### config.mk
export PLATFORM = sky130hd
export DESIGN_NAME = anfsqrt_sqrt_seq
export DESIGN_NICKNAME = d
export VERILOG_FILES = /design/src/rtl/anfsqrt_sqrt_seq_pkg.sv /design/src/rtl/anfsqrt_sqrt_step.sv /design/src/rtl/anfsqrt_sqrt_seq.sv
export SDC_FILE = /design/constraint.sdc
export NUM_CORES = 1
export LEC_CHECK = 0
export BUFFER_PORTS_ARGS = -buffer_cell sky130_fd_sc_hd__buf_2
export CAP_MARGIN = 20
export CELL_PAD_IN_SITES_DETAIL_PLACEMENT = 0
export CELL_PAD_IN_SITES_GLOBAL_PLACEMENT = 2
export CORE_UTILIZATION = 35
export CTS_BUF_LIST = sky130_fd_sc_hd__clkbuf_8
export CTS_CLUSTER_DIAMETER = 100
export DETAILED_ROUTE_END_ITERATION = 7
export GPL_ROUTABILITY_DRIVEN = 0
export PLACE_DENSITY = 0.88
export RECOVER_POWER = 50
export SYNTH_ARGS = -nofsm -noshare
export SYNTH_HDL_FRONTEND = slang
export SYNTH_SLANG_ARGS = --single-unit
### constraint.sdc
create_clock -name clk -period 6.85 [get_ports clk]
set_clock_uncertainty 0.2 [all_clocks]
set_input_delay 1.0275 -clock clk [delete_from_list [all_inputs] [get_ports clk]]
set_output_delay 1.0275 -clock clk [all_outputs]
set_load 0.02 [all_outputs]
### src/rtl/anfsqrt_sqrt_seq_pkg.sv
// Shared definitions for the anfsqrt square-root blocks.
// Holds the controller state encoding: IDLE = 0, CALC = 1, DONE = 2.
package anfsqrt_sqrt_seq_pkg;

    typedef enum logic [1:0] {
        ST_IDLE = 2'd0,
        ST_CALC = 2'd1,
        ST_DONE = 2'd2
    } sqrt_state_e;

endpackage : anfsqrt_sqrt_seq_pkg

### src/rtl/anfsqrt_sqrt_step.sv
// One radix-4 restoring square-root step (purely combinational).
// Ports:
//   rem_i  [N+1:0] working remainder before the step
//   root_i [N-1:0] partial root before the step
//   bits_i [1:0]   next two radicand bits, MSB first
//   rem_o  [N+1:0] working remainder after the step
//   root_o [N-1:0] partial root after the step (one more bit)
module anfsqrt_sqrt_step #(
    parameter int N = 16
) (
    input  logic [N+1:0] rem_i,
    input  logic [N-1:0] root_i,
    input  logic [1:0]   bits_i,
    output logic [N+1:0] rem_o,
    output logic [N-1:0] root_o
);

    logic [N+1:0] rem_sh;
    logic [N+1:0] trial;
    logic         ge;

    always_comb begin
        // The remainder never exceeds 2*root, so shifting it left by two
        // and appending two bits always fits in N+2 bits.
        rem_sh = (rem_i << 2) | (N+2)'(bits_i);
        trial  = ((N+2)'(root_i) << 2) | (N+2)'(1);
        ge     = (rem_sh >= trial);
        rem_o  = ge ? (rem_sh - trial) : rem_sh;
        root_o = (root_i << 1) | N'(ge);
    end

endmodule : anfsqrt_sqrt_step

### src/rtl/anfsqrt_sqrt_seq.sv
// Sequential integer square root, one result bit per clock.
// Accepts an unsigned WIDTH-bit radicand, runs N = WIDTH/2 restoring
// radix-4 steps, then presents floor or rounded root plus floor remainder.
// Ports:
//   clk, rst_n            clock (rising edge), synchronous active-low reset
//   in_valid/in_ready     radicand handshake; in_data radicand, in_round mode
//   out_valid/out_ready   result handshake
//   out_root [N-1:0]      root (floor, or rounded when in_round was set)
//   out_rem  [N:0]        x - floor_root^2
//   out_sat               rounded root clipped to all-ones
//   busy                  high while computing or holding a result
module anfsqrt_sqrt_seq
    import anfsqrt_sqrt_seq_pkg::*;
#(
    parameter int WIDTH    = 32,
    parameter bit ROUND_EN = 1'b1
) (
    input  logic               clk,
    input  logic               rst_n,
    input  logic               in_valid,
    output logic               in_ready,
    input  logic [WIDTH-1:0]   in_data,
    input  logic               in_round,
    output logic               out_valid,
    input  logic               out_ready,
    output logic [WIDTH/2-1:0] out_root,
    output logic [WIDTH/2:0]   out_rem,
    output logic               out_sat,
    output logic               busy
);

    localparam int N     = WIDTH / 2;
    localparam int CNT_W = (N > 1) ? $clog2(N) : 1;

    sqrt_state_e      state_q;
    logic [CNT_W-1:0] cnt_q;
    logic [WIDTH-1:0] x_q;
    logic [N+1:0]     rem_q;
    logic [N-1:0]     root_q;
    logic             rnd_q;
    logic             out_valid_q;
    logic [N-1:0]     out_root_q;
    logic [N:0]       out_rem_q;
    logic             out_sat_q;

    logic [N+1:0]     rem_d;
    logic [N-1:0]     root_d;

    // Returns {sat, root}. Rounding up is needed exactly when the floor
    // remainder exceeds the floor root (x >= r^2 + r + 1 > (r + 0.5)^2).
    function automatic logic [N:0] round_root(input logic [N-1:0] root,
                                              input logic [N+1:0] rem,
                                              input logic         en);
        logic [N:0] res;
        res = {1'b0, root};
        if (en && (rem > (N+2)'(root))) begin
            if (&root) res = {1'b1, root};
            else       res = {1'b0, root + N'(1)};
        end
        return res;
    endfunction

    anfsqrt_sqrt_step #(.N(N)) u_step (
        .rem_i  (rem_q),
        .root_i (root_q),
        .bits_i (x_q[WIDTH-1 -: 2]),
        .rem_o  (rem_d),
        .root_o (root_d)
    );

    always_ff @(posedge clk) begin
        if (!rst_n) begin
            state_q     <= ST_IDLE;
            cnt_q       <= '0;
            x_q         <= '0;
            rem_q       <= '0;
            root_q      <= '0;
            rnd_q       <= 1'b0;
            out_valid_q <= 1'b0;
            out_root_q  <= '0;
            out_rem_q   <= '0;
            out_sat_q   <= 1'b0;
        end else begin
            case (state_q)
                ST_IDLE: begin
                    if (in_valid) begin
                        x_q     <= in_data;
                        rnd_q   <= in_round & ROUND_EN;
                        rem_q   <= '0;
                        root_q  <= '0;
                        cnt_q   <= CNT_W'(N - 1);
                        state_q <= ST_CALC;
                    end
                end
                ST_CALC: begin
                    rem_q  <= rem_d;
                    root_q <= root_d;
                    x_q    <= x_q << 2;
                    cnt_q  <= cnt_q - CNT_W'(1);
                    if (cnt_q == '0) begin
                        {out_sat_q, out_root_q} <= round_root(root_d, rem_d, rnd_q);
                        out_rem_q   <= (N+1)'(rem_d);
                        out_valid_q <= 1'b1;
                        state_q     <= ST_DONE;
                    end
                end
                ST_DONE: begin
                    if (out_ready) begin
                        out_valid_q <= 1'b0;
                        state_q     <= ST_IDLE;
                    end
                end
                default: state_q <= ST_IDLE;
            endcase
        end
    end

    assign in_ready  = (state_q == ST_IDLE) && rst_n;
    assign busy      = (state_q != ST_IDLE);
    assign out_valid = out_valid_q;
    assign out_root  = out_root_q;
    assign out_rem   = out_rem_q;
    assign out_sat   = out_sat_q;

endmodule : anfsqrt_sqrt_seq

# --- Word level (Yosys, flattened, before mapping) ---
# Cells that the tools add are included.
totals:
  reg_bits: 106
  in_bits: 37
  output_inout_bits: 37
  wordCells: 53
op_classes:
  add_sub_neg: 3
  magnitude_cmp: 2
  eq_ne: 5
  mux: 18
  bitwise: 2
  n_reduce_logical: 13
ops:
  columns: ["operator", "n"]
  rows:
  - ["case mux 16 bit (2 select lines)", 2]
  - ["case mux 32 bit (2 select lines)", 1]
  - ["two-way mux 17 bit", 2]
  - ["two-way mux 16 bit", 2]
  - ["two-way mux 32 bit", 1]
  - [">= comparator 18 bit", 1]
  - ["greater-than comparator 18 x 16 -> 1 bit", 1]
  - ["two-way mux 18 bit", 1]
  - ["bitwise OR 18 x 2 -> 18 bit", 1]
  - ["subtractor 18 bit", 1]
  - ["adder 16 x 1 -> 16 bit (second input constant)", 1]
  - ["bitwise OR 16 x 1 -> 16 bit", 1]
  - ["AND reduction 16 bit", 1]
  - ["case mux 4 bit (2 select lines)", 1]
  - ["two-way mux 2 bit", 3]
  - ["inequality test 2 bit (second input constant)", 3]
  - ["case mux 2 bit (3 select lines)", 1]
  - ["AND reduction 2 bit", 3]
  - ["AND reduction 3 bit", 2]
  - ["nonzero test 2 bit", 3]
  - ["logical NOT 4 bit", 1]
  - ["two-way mux 4 bit", 1]
  - ["subtractor 4 x 1 -> 4 bit (second input constant)", 1]
  - ["equality test 2 x 1 -> 1 bit (second input constant)", 1]
  - ["other kinds (5)", 7]

# --- Depth between registers and ports, before layout ---
logic_depth:
  depth_word: 6
  depth_mapped: 22
  mapped_depth_nobuf: 19

# --- By module ---
# A second synthesis with hierarchy kept.
hier_totals:
  cells_unflattened: 807
  area_unflattened_um2: 6287.3
modules_own_cells:
  columns: ["module", "n_inst", "cells_each", "area_each_um2", "seq_area_each_um2"]
  rows:
  - ["anfsqrt_sqrt_seq", 1, 624, 4918.5, 2162.1]
  - ["anfsqrt_sqrt_step", 1, 183, 1368.8, 0.0]

# --- Worst setup path after synthesis ---
# No wires, ideal clock.
synth_timing:
  path_type: "reg-to-reg"
  start: "register root_q[0]"
  end: "register out_root_q[2], in the netlist out_root[2]"
  setup_time_ps: 74
  arrival_time_ps: 4467
  required_ps: 6576
  setup_slack_ps: 2109
  path_stages_with_launch: 21
  n_path_buf: 3
  synth_period_minus_slack_ps: 4741
  cell_sequence: "dfxtp_1 -> inv_1 -> ha_1 -> nor2b_1 -> o31a_1 -> o31ai_1 -> a31o_2 -> clkbuf_1 -> buf_2 -> nand2_1 -> o21ai_0 -> ha_1 -> a21oi_1 -> a21boi_0 -> o311ai_0 -> nand3_1 -> a2111oi_2 -> a211oi_2 -> buf_6 -> a21o_1 -> a31oi_1"
synth_between:
  elab_chain_len: 5
  elab_cells_between_ends: 10
  cone_classes: "add/sub (2); order compare (2); mux (3); bitwise (1); reduce/logical (2)"
synth_lines:
  columns: ["item", "line_no", "source"]
  rows:
  - ["start: declaration", "anfsqrt_sqrt_seq.sv:39", "logic [N-1:0] root_q;"]
  - ["start signal: assignment", "anfsqrt_sqrt_seq.sv:97", "root_q <= root_d;"]
  - ["subtractor 18 bit or >= comparator 18 bit (tied branches)", "anfsqrt_sqrt_step.sv:28, anfsqrt_sqrt_step.sv:27", null]
  - ["two-way mux 18 bit (*)", "anfsqrt_sqrt_step.sv:28", "rem_o = ge ? (rem_sh - trial) : rem_sh;"]
  - ["named net rem_d[4]", "anfsqrt_sqrt_seq.sv:46", "logic [N+1:0] rem_d;"]
  - ["greater-than comparator 18 x 16 -> 1 bit (*)", "anfsqrt_sqrt_seq.sv:56", "if (en && (rem > (N+2)'(root))) begin"]
  - ["logical AND 1 bit (*)", "anfsqrt_sqrt_seq.sv:56", null]
  - ["two-way mux 17 bit (*)", "anfsqrt_sqrt_seq.sv:56", null]
  - ["end signal: assignment", "anfsqrt_sqrt_seq.sv:101", "{out_sat_q, out_root_q} <= round_root(root_d, rem_d, rnd_q);"]
  - ["end: declaration", "anfsqrt_sqrt_seq.sv:42", "logic [N-1:0] out_root_q;"]
# Mark *: on every way through the listed nets, which the timed path passes. The rest lies on a longest branch.
# A chain may end at the register's enable or synchronous reset.

# --- Worst setup path in the final report ---
layout_timing:
  start: "register root_q[0]"
  end: "register out_root_q[15], in the netlist out_root[15]"
# Same word-level chain as after synthesis.

==> impl_metrics.tcl <==
set metrics [dict create \
    status "complete, but fails checks" \
    violations "capacitance limit, slew limit" \
    p_leak_nw 2.51 \
    yosys_warnings 0 \
    slew-limit-headroom_pct -180 \
    die_w_microns 134 \
    cts-root-buf "clkbuf_8" \
    path_delay_family "compound AO/OA/AOI/OAI gates" \
    vias 5885 \
    max_freq_mhz 174 \
    syn_nets 863 \
    synth-async-reset-ratio_pct 0 \
    holdPathEnd "out_rem[1]" \
    syn_area_per_cell_sq_um 7.72 \
    power_frac_clock_pct 10.8 \
    netlist_area_sq_um 6090 \
    worstHoldPathType "flip-flop to flip-flop" \
    critical_path_arrival_ns 5.83 \
    clkTransAtPathRegs_ns 0.10 \
    holdPathStages 2 \
    initial_core_util_pct 36.3 \
    worstSkewPairLatency_ns 0.39 \
    post-route-period-util_pct 84.1 \
    design.die.area_sq_um 17900 \
    hpwl_mm 12.5 \
    crit_type "flip-flop to flip-flop" \
    ys_ff_latch 106 \
    tritoncts "built" \
    ant_nets 0 \
    area_growth_pct 10.6 \
    die_h_microns 134 \
    wl_mm 17.8 \
    fill_cells 1777 \
    htreeDepth 3 \
    finalHoldViolCount 0 \
    postCtsHoldBufs 0 \
    setup_tns_ns 0 \
    r2r_slack_ns 1.09 \
    post-cts-setup-buffers 0 \
    p_per_area_nw_per_um2 597 \
    grt_pass1_wl_mm 28.8 \
    p_int_mw 1.95 \
    crit_fanout 23 \
    worstPathRequired_ns 6.92 \
    cp.buffers_inverters 2 \
    grt_max_degree 99 \
    timing.hold.ws_ns 0.269 \
    slew_violations 183 \
    worstHoldStart "out_rem[1]" \
    peakVddDrop_mv 0.315 \
    dr.pass1.iters 4 \
    drive_gt1_share_pct 9.75 \
    final_nets 901 \
    first_iter_violations 317 \
    tightest_slew_ns 4.20 \
    yosysUniqueCellTypes 67 \
    cpPeakStageDelay_ns 0.66 \
    io_pins 74 \
    cts_max_path_buffers 2 \
    cp_slowest_cell "a211oi_2" \
    diodes 0 \
    grt_pass1_vias 5501 \
    worstPathCellList "inv_1, ha_1, nor2b_1, o31a_1, o31ai_1, a31o_2, inv_2, mux2_2, ha_1, nand4_1, nor2_1, o311ai_0, nand3_1, a2111oi_2, a211oi_2, a21oi_1, o41ai_2" \
    track_usage_pct 20.3 \
    swShare_pct 51.6 \
    synth_edf_count 0 \
    drc_errors 0 \
    p_comb_share_pct 69.9 \
    worstReg2RegEnd "out_root[15]" \
    core_sq_um 16800 \
    rows 47 \
    p_sw_mw 2.07 \
    cts_num_sinks 106 \
    start_kind "flip-flop" \
    end_kind "flip-flop" \
    rsz0062_at_grt "false" \
    maxCapViolCount 2 \
    rr_worst_depth 17 \
    antenna_found_initial 0 \
    seq_power_share_pct 19.3 \
    portBuffers 73 \
    path_common_cell "ha_1" \
    synth_ff_type "dfxtp_1" \
    fin_crit_ns 5.76 \
    cts_buffers 9 \
    reg2reg_from "root_q[0]" \
    setup_viol 0 \
    syn_inst 789 \
    grt.overflow.total 0 \
    cts_resized 0 \
    vias_per_cell 5.60 \
    yosysSeqAreaShare_pct 34.8 \
    avgRoutedWirePerCell_microns 16.9 \
]
[worst reg2reg max path, delay by kind of cell (launching register included)]
kind,cells,cell delay (ns)
buffers and inverters,2,0.53
DFF,1,0.50
and+or+nand+nor,4,0.77
muxes,1,0.41
AOI/OAI and AO/OA,8,2.55
adders and majority gates,2,0.68
[logic make-up (layout without fill, tap and decap cells)]
family / after synthesis / in the layout / synth area share, %
adders and majority gates: 37 / 37 / 7.60
buffers and inverters: 84 / 126 / 5.53
and+or+nand+nor: 322 / 322 / 23.4
xor gates and xnor gates: 18 / 18 / 2.71
DFF: 106 / 106 / 34.8
AOI/OAI and AO/OA: 215 / 215 / 24.6
muxes: 7 / 7 / 1.23
[state kept, by name (all words and copies together), names as in the netlist, 2 cells and up]
signal and flops:
rem_q 16, out_root 16, root_q 16, cnt_q 4, x_q 32, state_q 2, out_rem 17
[synthesized netlist by cell type (4+ instances only)]
cell type	count	area, sq um
nand2_1	135	507
dfxtp_1	106	2120
nor2_1	73	274
a21oi_1	62	310
nand3_1	55	275
o21ai_0	44	220
clkbuf_1	38	143
ha_1	37	463
inv_1	31	116
a311oi_1	30	263
nor3_1	16	80.1
nand4_1	13	81.3
a31oi_1	12	75.1
a21o_1	11	82.6
xnor2_1	11	96.3
buf_1	8	30.0
nor4_1	7	43.8
xor2_1	6	52.6
a2111oi_0	5	43.8
nand2b_1	5	31.3
o211ai_1	5	37.5
and2_1	4	25.0
mux2_2	4	45.0
o21bai_1	4	30.0
[through the flow]
step	utilization, %	total power, mW	area, sq um	worst slack (ns)	std cells
6_report	40.2	4.02	6740	1.09	1051
5_1_grt	40.2	4.39	6740	0.580	1051
4_1_cts	40.6	3.99	6800	1.17	1051
3_5_place_dp	39.3	3.55	6580	1.23	1036
3_3_place_gp	39.3	3.48	6580	1.43	1036
2_1_floorplan	-	2.91	6090	2.11	789
[power by group through the flow]
stage          clock [mW]  sequential, mW  combinational, mW
5_1_grt             0.476           0.786               3.13
6_report            0.435           0.776               2.81
3_5_place_dp            0           0.788               2.76
3_3_place_gp            0           0.785               2.70
2_1_floorplan           0           0.791               2.12
4_1_cts             0.445           0.774               2.77
[final cells by class]
type	instances	area (sq um)	share of cell area, %
Inverter	33	124	1.84
Clock inverter	5	78.8	1.17
Multi-Input combinational cell	599	3650	54.2
Clock buffer	10	138	2.04
Timing Repair Buffer	78	350	5.20
Tap cell	220	275	4.09
Sequential cell	106	2120	31.5
[routing by layer]
metal,part of all wire [%],track usage [%],vias up
met5,0,0,-
met4,2.3,7.26,0
met3,6.0,4.57,27
met2,46,32.8,183
met1,46,26.3,2773
li1,-,-,2902
[worst max-delay path by stage]
stage,startpoint,endpoint,slack [ns],depth (start not counted)
floorplan,root_q[0],out_root[2],2.11,20
global placement,root_q[0],out_root[10],1.43,18
detailed placement,root_q[0],out_root[15],1.23,17
CTS,root_q[0],out_root[15],1.17,17
global route,root_q[5],out_root[15],0.58,17
finish,root_q[0],out_root[15],1.09,17
[layout by cell type (no fill, tap or decap), types with 3 or more instances in the layout]
master,n
a211oi_1,3
a311oi_1,30
a31oi_1,12
o21bai_1,4
a21o_1,11
or3_1,3
nand2b_1,5
nand2_1,134
o21ai_0,44
o211ai_1,5
clkbuf_8,10
o31ai_1,3
and2_1,4
mux2i_1,3
nor2_1,72
a21oi_1,62
nor4_1,7
dfxtp_1,106
ha_1,37
clkbuf_1,38
xnor2_1,11
nor3_1,16
mux2_2,4
buf_2,37
a21boi_0,3
inv_1,31
nand3_1,55
xor2_1,6
nand4_1,13
buf_4,3
a2111oi_0,5
Power figures use the tool's default switching activity.
